===== src/rtl/trellis_acq_pkg.sv =====
// ----------------------------------------------------------------------------
// trellis_acq_pkg
// Shared definitions for the carrier acquisition sequencer:
//   - acq_state_t : acquisition state encoding. The encoding is also the
//                   value reported on the status port.
//   - sat_abs     : saturating absolute value of a sign-extended operand of
//                   a given width.
// ----------------------------------------------------------------------------
package trellis_acq_pkg;

   localparam int ACQ_STATE_W = 2;

   typedef enum logic [ACQ_STATE_W-1:0] {
      ST_IDLE   = 2'd0,
      ST_SWEEP  = 2'd1,
      ST_VERIFY = 2'd2,
      ST_LOCKED = 2'd3
   } acq_state_t;

   // |x| for a w-bit two's complement value that has been sign-extended to
   // 32 bits. The most-negative w-bit value has no positive counterpart, so
   // it is clamped to the largest positive w-bit value.
   function automatic logic [31:0] sat_abs(input logic signed [31:0] x,
                                           input int                 w);
      logic signed [31:0] most_neg;
      most_neg = -(32'sd1 <<< (w - 1));
      if (x == most_neg)
         return (32'd1 << (w - 1)) - 32'd1;
      else if (x < 0)
         return 32'(-x);
      else
         return 32'(x);
   endfunction

endpackage


===== src/rtl/trellis_acq_ctrl_err_window.sv =====
// ----------------------------------------------------------------------------
// trellis_err_window
// Integrates |phaseError| over windows of 2^WIN_LOG2 symbols.
//
// Ports:
//   i_clk         system clock
//   i_reset       asynchronous active-high reset
//   i_sym_en      symbol enable; i_phase_error is valid while high
//   i_clear       discards the partial window (accumulator and counter to 0)
//   i_phase_error signed phase error, SIZE bits
//   o_win_done    combinational pulse on the symbol that completes a window
//   o_sum         accumulator plus the current magnitude. On the o_win_done
//                 cycle this is the completed window sum.
// ----------------------------------------------------------------------------
module trellis_err_window
   import trellis_acq_pkg::*;
#(
   parameter int SIZE     = 8,
   parameter int WIN_LOG2 = 4
) (
   input  logic                       i_clk,
   input  logic                       i_reset,
   input  logic                       i_sym_en,
   input  logic                       i_clear,
   input  logic signed [SIZE-1:0]     i_phase_error,
   output logic                       o_win_done,
   output logic [SIZE+WIN_LOG2-1:0]   o_sum
);

   localparam int SUM_W = SIZE + WIN_LOG2;

   logic [SUM_W-1:0]    r_acc;
   logic [WIN_LOG2-1:0] r_cnt;
   logic [SIZE-1:0]     w_mag;
   logic                w_last_sym;

   // The magnitude is at most 2^(SIZE-1)-1. Therefore 2^WIN_LOG2 of them
   // always fit in SUM_W bits.
   assign w_mag      = SIZE'(sat_abs(32'(i_phase_error), SIZE));
   assign o_sum      = r_acc + {{WIN_LOG2{1'b0}}, w_mag};
   assign w_last_sym = (r_cnt == {WIN_LOG2{1'b1}});
   // A cleared cycle never completes a window. Re-entry from IDLE therefore
   // always starts a fresh, full window.
   assign o_win_done = i_sym_en && !i_clear && w_last_sym;

   always_ff @(posedge i_clk or posedge i_reset) begin
      if (i_reset) begin
         r_acc <= '0;
         r_cnt <= '0;
      end else if (i_clear) begin
         r_acc <= '0;
         r_cnt <= '0;
      end else if (i_sym_en) begin
         r_acc <= w_last_sym ? '0 : o_sum;
         r_cnt <= r_cnt + 1'b1;   // wraps to 0 after the last symbol
      end
   end

endmodule


===== src/rtl/trellis_acq_ctrl.sv =====
// ----------------------------------------------------------------------------
// trellis_acq_ctrl
// Carrier acquisition sequencer. It integrates |phaseError| over fixed
// symbol windows. While the error energy stays high it steps a frequency
// sweep offset into the carrier NCO. Once a good window is seen, it verifies
// lock over VERIFY_WINS further windows. It then switches the loop to track
// gain and watches for loss of lock.
//
// Ports:
//   i_clk            system clock
//   i_reset          asynchronous active-high reset
//   i_sym_en         symbol-rate enable
//   i_enable         acquisition enable (low holds the block in IDLE)
//   i_phase_error    signed carrier-loop phase error, SIZE bits
//   i_sweep_step     unsigned offset increment per failed window
//   i_sweep_limit    unsigned sweep bound; the offset stays within +/- limit
//   i_lock_thresh    window sum below this is good (SWEEP/VERIFY)
//   i_unlock_thresh  window sum above this is bad (LOCKED)
//   o_sweep_offset   signed NCO frequency offset
//   o_gain_sel       0 = acquire gain, 1 = track gain
//   o_lock_detect    high while LOCKED
//   o_acq_state      0 IDLE, 1 SWEEP, 2 VERIFY, 3 LOCKED
//   o_window_sum     last completed window sum
// ----------------------------------------------------------------------------
module trellis_acq_ctrl
   import trellis_acq_pkg::*;
#(
   parameter int SIZE        = 8,
   parameter int WIN_LOG2    = 4,
   parameter int VERIFY_WINS = 4,
   parameter int MISS_LIMIT  = 3,
   parameter int OFF_BITS    = 16
) (
   input  logic                       i_clk,
   input  logic                       i_reset,
   input  logic                       i_sym_en,
   input  logic                       i_enable,
   input  logic signed [SIZE-1:0]     i_phase_error,
   input  logic [OFF_BITS-2:0]        i_sweep_step,
   input  logic [OFF_BITS-2:0]        i_sweep_limit,
   input  logic [SIZE+WIN_LOG2-1:0]   i_lock_thresh,
   input  logic [SIZE+WIN_LOG2-1:0]   i_unlock_thresh,
   output logic signed [OFF_BITS-1:0] o_sweep_offset,
   output logic                       o_gain_sel,
   output logic                       o_lock_detect,
   output logic [1:0]                 o_acq_state,
   output logic [SIZE+WIN_LOG2-1:0]   o_window_sum
);

   localparam int SUM_W  = SIZE + WIN_LOG2;
   localparam int GOOD_W = $clog2(VERIFY_WINS + 1);
   localparam int MISS_W = $clog2(MISS_LIMIT + 1);

   acq_state_t                 r_state;
   logic signed [OFF_BITS-1:0] r_offset;
   logic                       r_gain_sel;
   logic                       r_lock_detect;
   logic [SUM_W-1:0]           r_window_sum;
   logic [GOOD_W-1:0]          r_good_cnt;
   logic [MISS_W-1:0]          r_miss_cnt;

   logic                       w_clear;
   logic                       w_win_done;
   logic [SUM_W-1:0]           w_win_sum;
   logic                       w_good_win;
   logic                       w_bad_win;
   logic signed [OFF_BITS:0]   w_next_ext;
   logic signed [OFF_BITS:0]   w_limit_ext;
   logic signed [OFF_BITS-1:0] w_step_offset;

   // The window restarts whenever we are, or are about to be, idle.
   assign w_clear = !i_enable || (r_state == ST_IDLE);

   trellis_err_window #(
      .SIZE     (SIZE),
      .WIN_LOG2 (WIN_LOG2)
   ) u_err_window (
      .i_clk         (i_clk),
      .i_reset       (i_reset),
      .i_sym_en      (i_sym_en),
      .i_clear       (w_clear),
      .i_phase_error (i_phase_error),
      .o_win_done    (w_win_done),
      .o_sum         (w_win_sum)
   );

   // Decisions use the fresh sum, not the registered status copy.
   assign w_good_win = (w_win_sum < i_lock_thresh);
   assign w_bad_win  = (w_win_sum > i_unlock_thresh);

   // The sweep step is computed one bit wider so that offset + step cannot
   // wrap before it is compared against the positive bound.
   assign w_next_ext  = $signed({r_offset[OFF_BITS-1], r_offset})
                      + $signed({2'b00, i_sweep_step});
   assign w_limit_ext = $signed({2'b00, i_sweep_limit});

   always_comb begin
      w_step_offset = w_next_ext[OFF_BITS-1:0];
      if (w_next_ext > w_limit_ext)
         w_step_offset = -$signed({1'b0, i_sweep_limit});
   end

   // The good counter counts the qualifying SWEEP window as 1. Lock is
   // declared on the VERIFY_WINS-th good window spent in VERIFY itself,
   // which is when a good window arrives with the counter at VERIFY_WINS.
   always_ff @(posedge i_clk or posedge i_reset) begin
      if (i_reset) begin
         r_state       <= ST_IDLE;
         r_offset      <= '0;
         r_gain_sel    <= 1'b0;
         r_lock_detect <= 1'b0;
         r_window_sum  <= '0;
         r_good_cnt    <= '0;
         r_miss_cnt    <= '0;
      end else if (!i_enable) begin
         // The window sum is status only; it keeps its last value.
         r_state       <= ST_IDLE;
         r_offset      <= '0;
         r_gain_sel    <= 1'b0;
         r_lock_detect <= 1'b0;
         r_good_cnt    <= '0;
         r_miss_cnt    <= '0;
      end else begin
         if (w_win_done)
            r_window_sum <= w_win_sum;

         case (r_state)
            ST_IDLE: begin
               r_state <= ST_SWEEP;
            end

            ST_SWEEP: begin
               if (w_win_done) begin
                  if (w_good_win) begin
                     r_state    <= ST_VERIFY;
                     r_good_cnt <= GOOD_W'(1);
                  end else begin
                     r_offset <= w_step_offset;
                  end
               end
            end

            ST_VERIFY: begin
               if (w_win_done) begin
                  if (w_good_win) begin
                     if (r_good_cnt == GOOD_W'(VERIFY_WINS)) begin
                        r_state       <= ST_LOCKED;
                        r_gain_sel    <= 1'b1;
                        r_lock_detect <= 1'b1;
                        r_good_cnt    <= '0;
                        r_miss_cnt    <= '0;
                     end else begin
                        r_good_cnt <= r_good_cnt + 1'b1;
                     end
                  end else begin
                     r_state    <= ST_SWEEP;
                     r_offset   <= w_step_offset;
                     r_good_cnt <= '0;
                  end
               end
            end

            ST_LOCKED: begin
               if (w_win_done) begin
                  if (w_bad_win) begin
                     if (r_miss_cnt == MISS_W'(MISS_LIMIT - 1)) begin
                        // The sweep resumes from the current offset.
                        r_state       <= ST_SWEEP;
                        r_gain_sel    <= 1'b0;
                        r_lock_detect <= 1'b0;
                        r_miss_cnt    <= '0;
                     end else begin
                        r_miss_cnt <= r_miss_cnt + 1'b1;
                     end
                  end else begin
                     r_miss_cnt <= '0;
                  end
               end
            end

            default: r_state <= ST_IDLE;
         endcase
      end
   end

   assign o_sweep_offset = r_offset;
   assign o_gain_sel     = r_gain_sel;
   assign o_lock_detect  = r_lock_detect;
   assign o_acq_state    = r_state;
   assign o_window_sum   = r_window_sum;

endmodule


===== config.mk =====
export PLATFORM = sky130hd
export DESIGN_NAME = trellis_acq_ctrl
export DESIGN_NICKNAME = d
export VERILOG_FILES = /design/src/rtl/trellis_acq_pkg.sv /design/src/rtl/trellis_acq_ctrl_err_window.sv /design/src/rtl/trellis_acq_ctrl.sv
export SDC_FILE = /design/constraint.sdc
export NUM_CORES = 1
export LEC_CHECK = 0
export ABC_AREA = 1
export BUFFER_PORTS_ARGS = -buffer_cell sky130_fd_sc_hd__clkbuf_2
export CORE_UTILIZATION = 52
export DETAILED_ROUTE_END_ITERATION = 12
export PLACE_DENSITY = 0.77
export SYNTH_ARGS = -nofsm -noshare
export SYNTH_HDL_FRONTEND = slang
export SYNTH_SLANG_ARGS = --single-unit
export TNS_END_PERCENT = 1

===== constraint.sdc =====
create_clock -name i_clk -period 3.3 [get_ports i_clk]
set_clock_uncertainty 0.05 [all_clocks]
set_input_delay 0 -clock i_clk [delete_from_list [all_inputs] [get_ports i_clk]]
set_output_delay 0 -clock i_clk [all_outputs]
set_load 0.005 [all_outputs]

==> impl_metrics.csv <==
group,metric,value,unit
synth,syn_inst,753,
grt,grt.total_usage,0.274,
synth,synth_compound_area_frac,0.0941,
routing,firstDrtPassIters,5,
routing,via_per_inst,5.41,
synth,yosys.area.top_type,"dfrtp_1",
timing,final_hold_viol_count,0,
setup_path,crit_arrival,3600,ps
final_layout,diodes,0,
placement,port_buffers,97,
routing,drt_wl_total,15.9,mm
routing,wire_per_inst,15.1,um
synth,yosysWarningCount,0,
synth,synth_top_area_frac,0.243,
clock_network,clockRootBuffer,"clkbuf_8",
setup_path,cp_num_buf_inv,2,
floorplanning,die_h,103,um
final_layout,layout-drive-gt1-share,0.346,
synth,synth_ff_type,"dfrtp_1",
setup_path,start_kind,"flop",
grt,antenna_found_initial,0,
pwr,cellPowerDensity,307,nW/um^2
timing,max_slew_margin,0.322,
synth,netlist_top_cells_area,"dfrtp_1 (24%), ha_1 (17%), nand2_1 (14%)",
setup_path,cp.required,3460,ps
clock_network,clk_pin_slew_worst_paths,110,ps
routing,via_count,5694,
run,cap_violations,0,
clock_network,clock_sinks,52,
placement,dpl.cell_count,1028,
synth,yosysMostFrequentCell,"nand2_1",
floorplanning,core_area,9860,um^2
floorplanning,initial_utilization,0.543,
timing,finalSetupViolations,16,
timing,whs,34.7,ps
pwr,total_leakage_power,0.00406,uW
grt,first_global_vias,5167,
setup_path,slowest_stage,"dfrtp_1",
timing,worst_slack,-134,ps
synth,syn_area,5360,um^2
grt,grt_max_degree,48,
synth,synthMuxAreaShare,0,
grt,overflow,0,
run_status,status,"finished with violations",
routing,drc,0,
worst_hold_path,hp-class,"input port to flop",
synth,synth_cell_types,42,
timing,slew_violations,0,
synth,synth_edf_count,0,
synth,synth-simple-area-share,0.328,
setup_path,critPathKind,"flop to flop",
synth,synth-adder-area-share,0.173,
timing,fin_crit,3430,ps
timing,fin_crit_sh,1.04,
setup_path,critPathTopFamily,"simple AND/OR/NAND/NOR gates",
synth,synth-seq-cells,52,
pwr,ir_drop,303,uV
floorplanning,pin_count,98,
timing,rsz0062_at_grt,"true",
timing,fmaxAchievable,291,MHz
setup_path,path_cells,"ha_4, fa_2, nand3_2, nand2_4, nand2_2, o211ai_1, nand2_1, nand2_2, xnor2_2, inv_2, ha_4, nand2_2, nor3_4, nand2_1, nand2_1, nand2_2, nand2_8, buf_8, nand3_2, nand3_2, nand2_1",
synth,avgSynthCellArea,7.11,um^2
synth,synth-xor-area-share,0.0572,
synth,syn_nets,892,
grt,grt_pass1_wl,23.0,mm
final_layout,nets,1057,
synth,seq_area_frac_synth,0.243,
clock_network,clock_latency,320,ps
floorplanning,die_w,103,um
synth,synth.top_cells.by_count,"nand2_1 (205), inv_1 (118), ha_1 (71)",
setup_path,crit_fanout,8,
clock_network,cts_tree,"yes",
clock_network,htreeDepth,2,
final_layout,area.growth.synth_to_final,34.5,%
final_layout,layout.cells.non_filler,1052,
setup_path,slowest_delay,430,ps
setup_path,critPathCaptureType,"flop",
floorplanning,row_count,36,
clock_network,cts-buffers-inserted,5,
floorplanning,die_area,10700,um^2
placement,dp_hpwl,11.4,mm
synth,async_reset_ff_frac,1.00,
placement,gp_congestion,0.880,
routing,drt_iter0_drc,228,
clock_network,cts_buffer_depth,2,
routing,ant_nets,0,
timing,tightest_slew,1020,ps
synth,synth_top_family_by_area,"simple AND/OR/NAND/NOR gates",
run_status,violations,"negative setup slack",
## timing repair
item | in CTS | in global routing
resized for setup | 38 | 88
endpoints found under the setup margin | 24 | 24
pin swaps | 22 | 71
endpoints found under the hold margin | 47 | 0
hold buffers | 2 | 0
gates cloned | 0 | 2
setup buffers | 3 | 11
## where the power goes
group | internal [uW] | total [uW] | switching, uW
clock | 231 | 473 | 242
combinational | 431 | 1020 | 593
sequential | 677 | 718 | 41.6
total | 1340 | 2220 | 877
## cells in the final DEF, fill, tap and decap left out, types with 4 or more instances in the layout
cell	instances
a21oi_2	10
nand3_1	41
clkbuf_8	5
nand2_4	4
ha_1	57
xor2_1	27
dfrtp_1	52
clkbuf_2	95
inv_1	109
nor3_4	4
o21ai_0	18
nand2_2	35
nand4_1	15
nand2_1	184
ha_4	13
buf_4	63
a21oi_1	29
nor3_1	6
inv_4	5
inv_2	10
nand3_2	30
a22o_1	4
o21ai_1	9
nor4_1	4
nor2_1	31
## layer usage
layer / vias to the layer above / track usage / wire length (um)
met5: - / 0 / 0
met4: 0 / 0.0845 / 444
met3: 49 / 0.0269 / 852
met2: 222 / 0.478 / 7870
met1: 2653 / 0.359 / 6730
li1: 2770 / - / -
## state kept, by name, summed over array words and instances (netlist names)
name	cells
o_sweep_offset	16
r_miss_cnt	2
o_lock_detect	1
u_err_window.r_acc	12
o_acq_state	2
u_err_window.r_cnt	4
r_good_cnt	3
o_window_sum	12
## final timing paths
path | end | from | depth (start not counted) | slack [ps]
min in group asynchronous | o_window_sum[9] | i_reset | 3 | 390
worst max-delay path | o_sweep_offset[13] | o_sweep_offset[0] | 21 | -130
worst max register to register | o_sweep_offset[13] | o_sweep_offset[0] | 21 | -130
worst min register to register | o_window_sum[2] | o_window_sum[2] | 2 | 430
max in group asynchronous | o_window_sum[6] | i_reset | 4 | 2110
worst min-delay path | o_sweep_offset[15] | i_sweep_limit[14] | 5 | 30
## worst register-to-register path: stages, from the launching register on
cell	delay, ps
dfrtp_1	430
ha_4	180
fa_2	420
nand3_2	110
nand2_4	80
nand2_2	70
o211ai_1	130
nand2_1	130
nand2_2	70
xnor2_2	230
inv_2	70
ha_4	270
nand2_2	70
nor3_4	240
nand2_1	70
nand2_1	70
nand2_2	100
nand2_8	130
buf_8	160
nand3_2	80
nand3_2	110
nand2_1	50
## layout make-up
class,count,area [um^2]
fillers,763,2660
clock inverters,3,46.3
repair buffers,168,1090
well taps,133,166
inverters,124,478
clock buffers,5,68.8
multi-input cells,567,4050
flip-flops and latches,52,1300
## logic make-up after synthesis
family | count (synthesis)
and+or+nand+nor | 372
buffers and inverters | 135
AOI/OAI and AO/OA | 86
adders and majority gates | 73
DFF | 52
xor gates and xnor gates | 35
## stage by stage
stage | cell area [um^2] | power [uW] | utilization | setup slack (ps) | setup TNS (ps)
after floorplan | 5370 | 1280 | - | -11.7 | -23.5
after global placement | 6360 | 1570 | 0.644 | -453 | -6630
after detailed placement | 6360 | 1600 | 0.644 | -534 | -9550
after CTS | 6700 | 2120 | 0.679 | -12.9 | -12.9
after global routing | 7210 | 2360 | 0.731 | -300 | -5190
final | 7210 | 2220 | 0.731 | -134 | -1660
No activity file was read; power rests on OpenSTA's default activity.
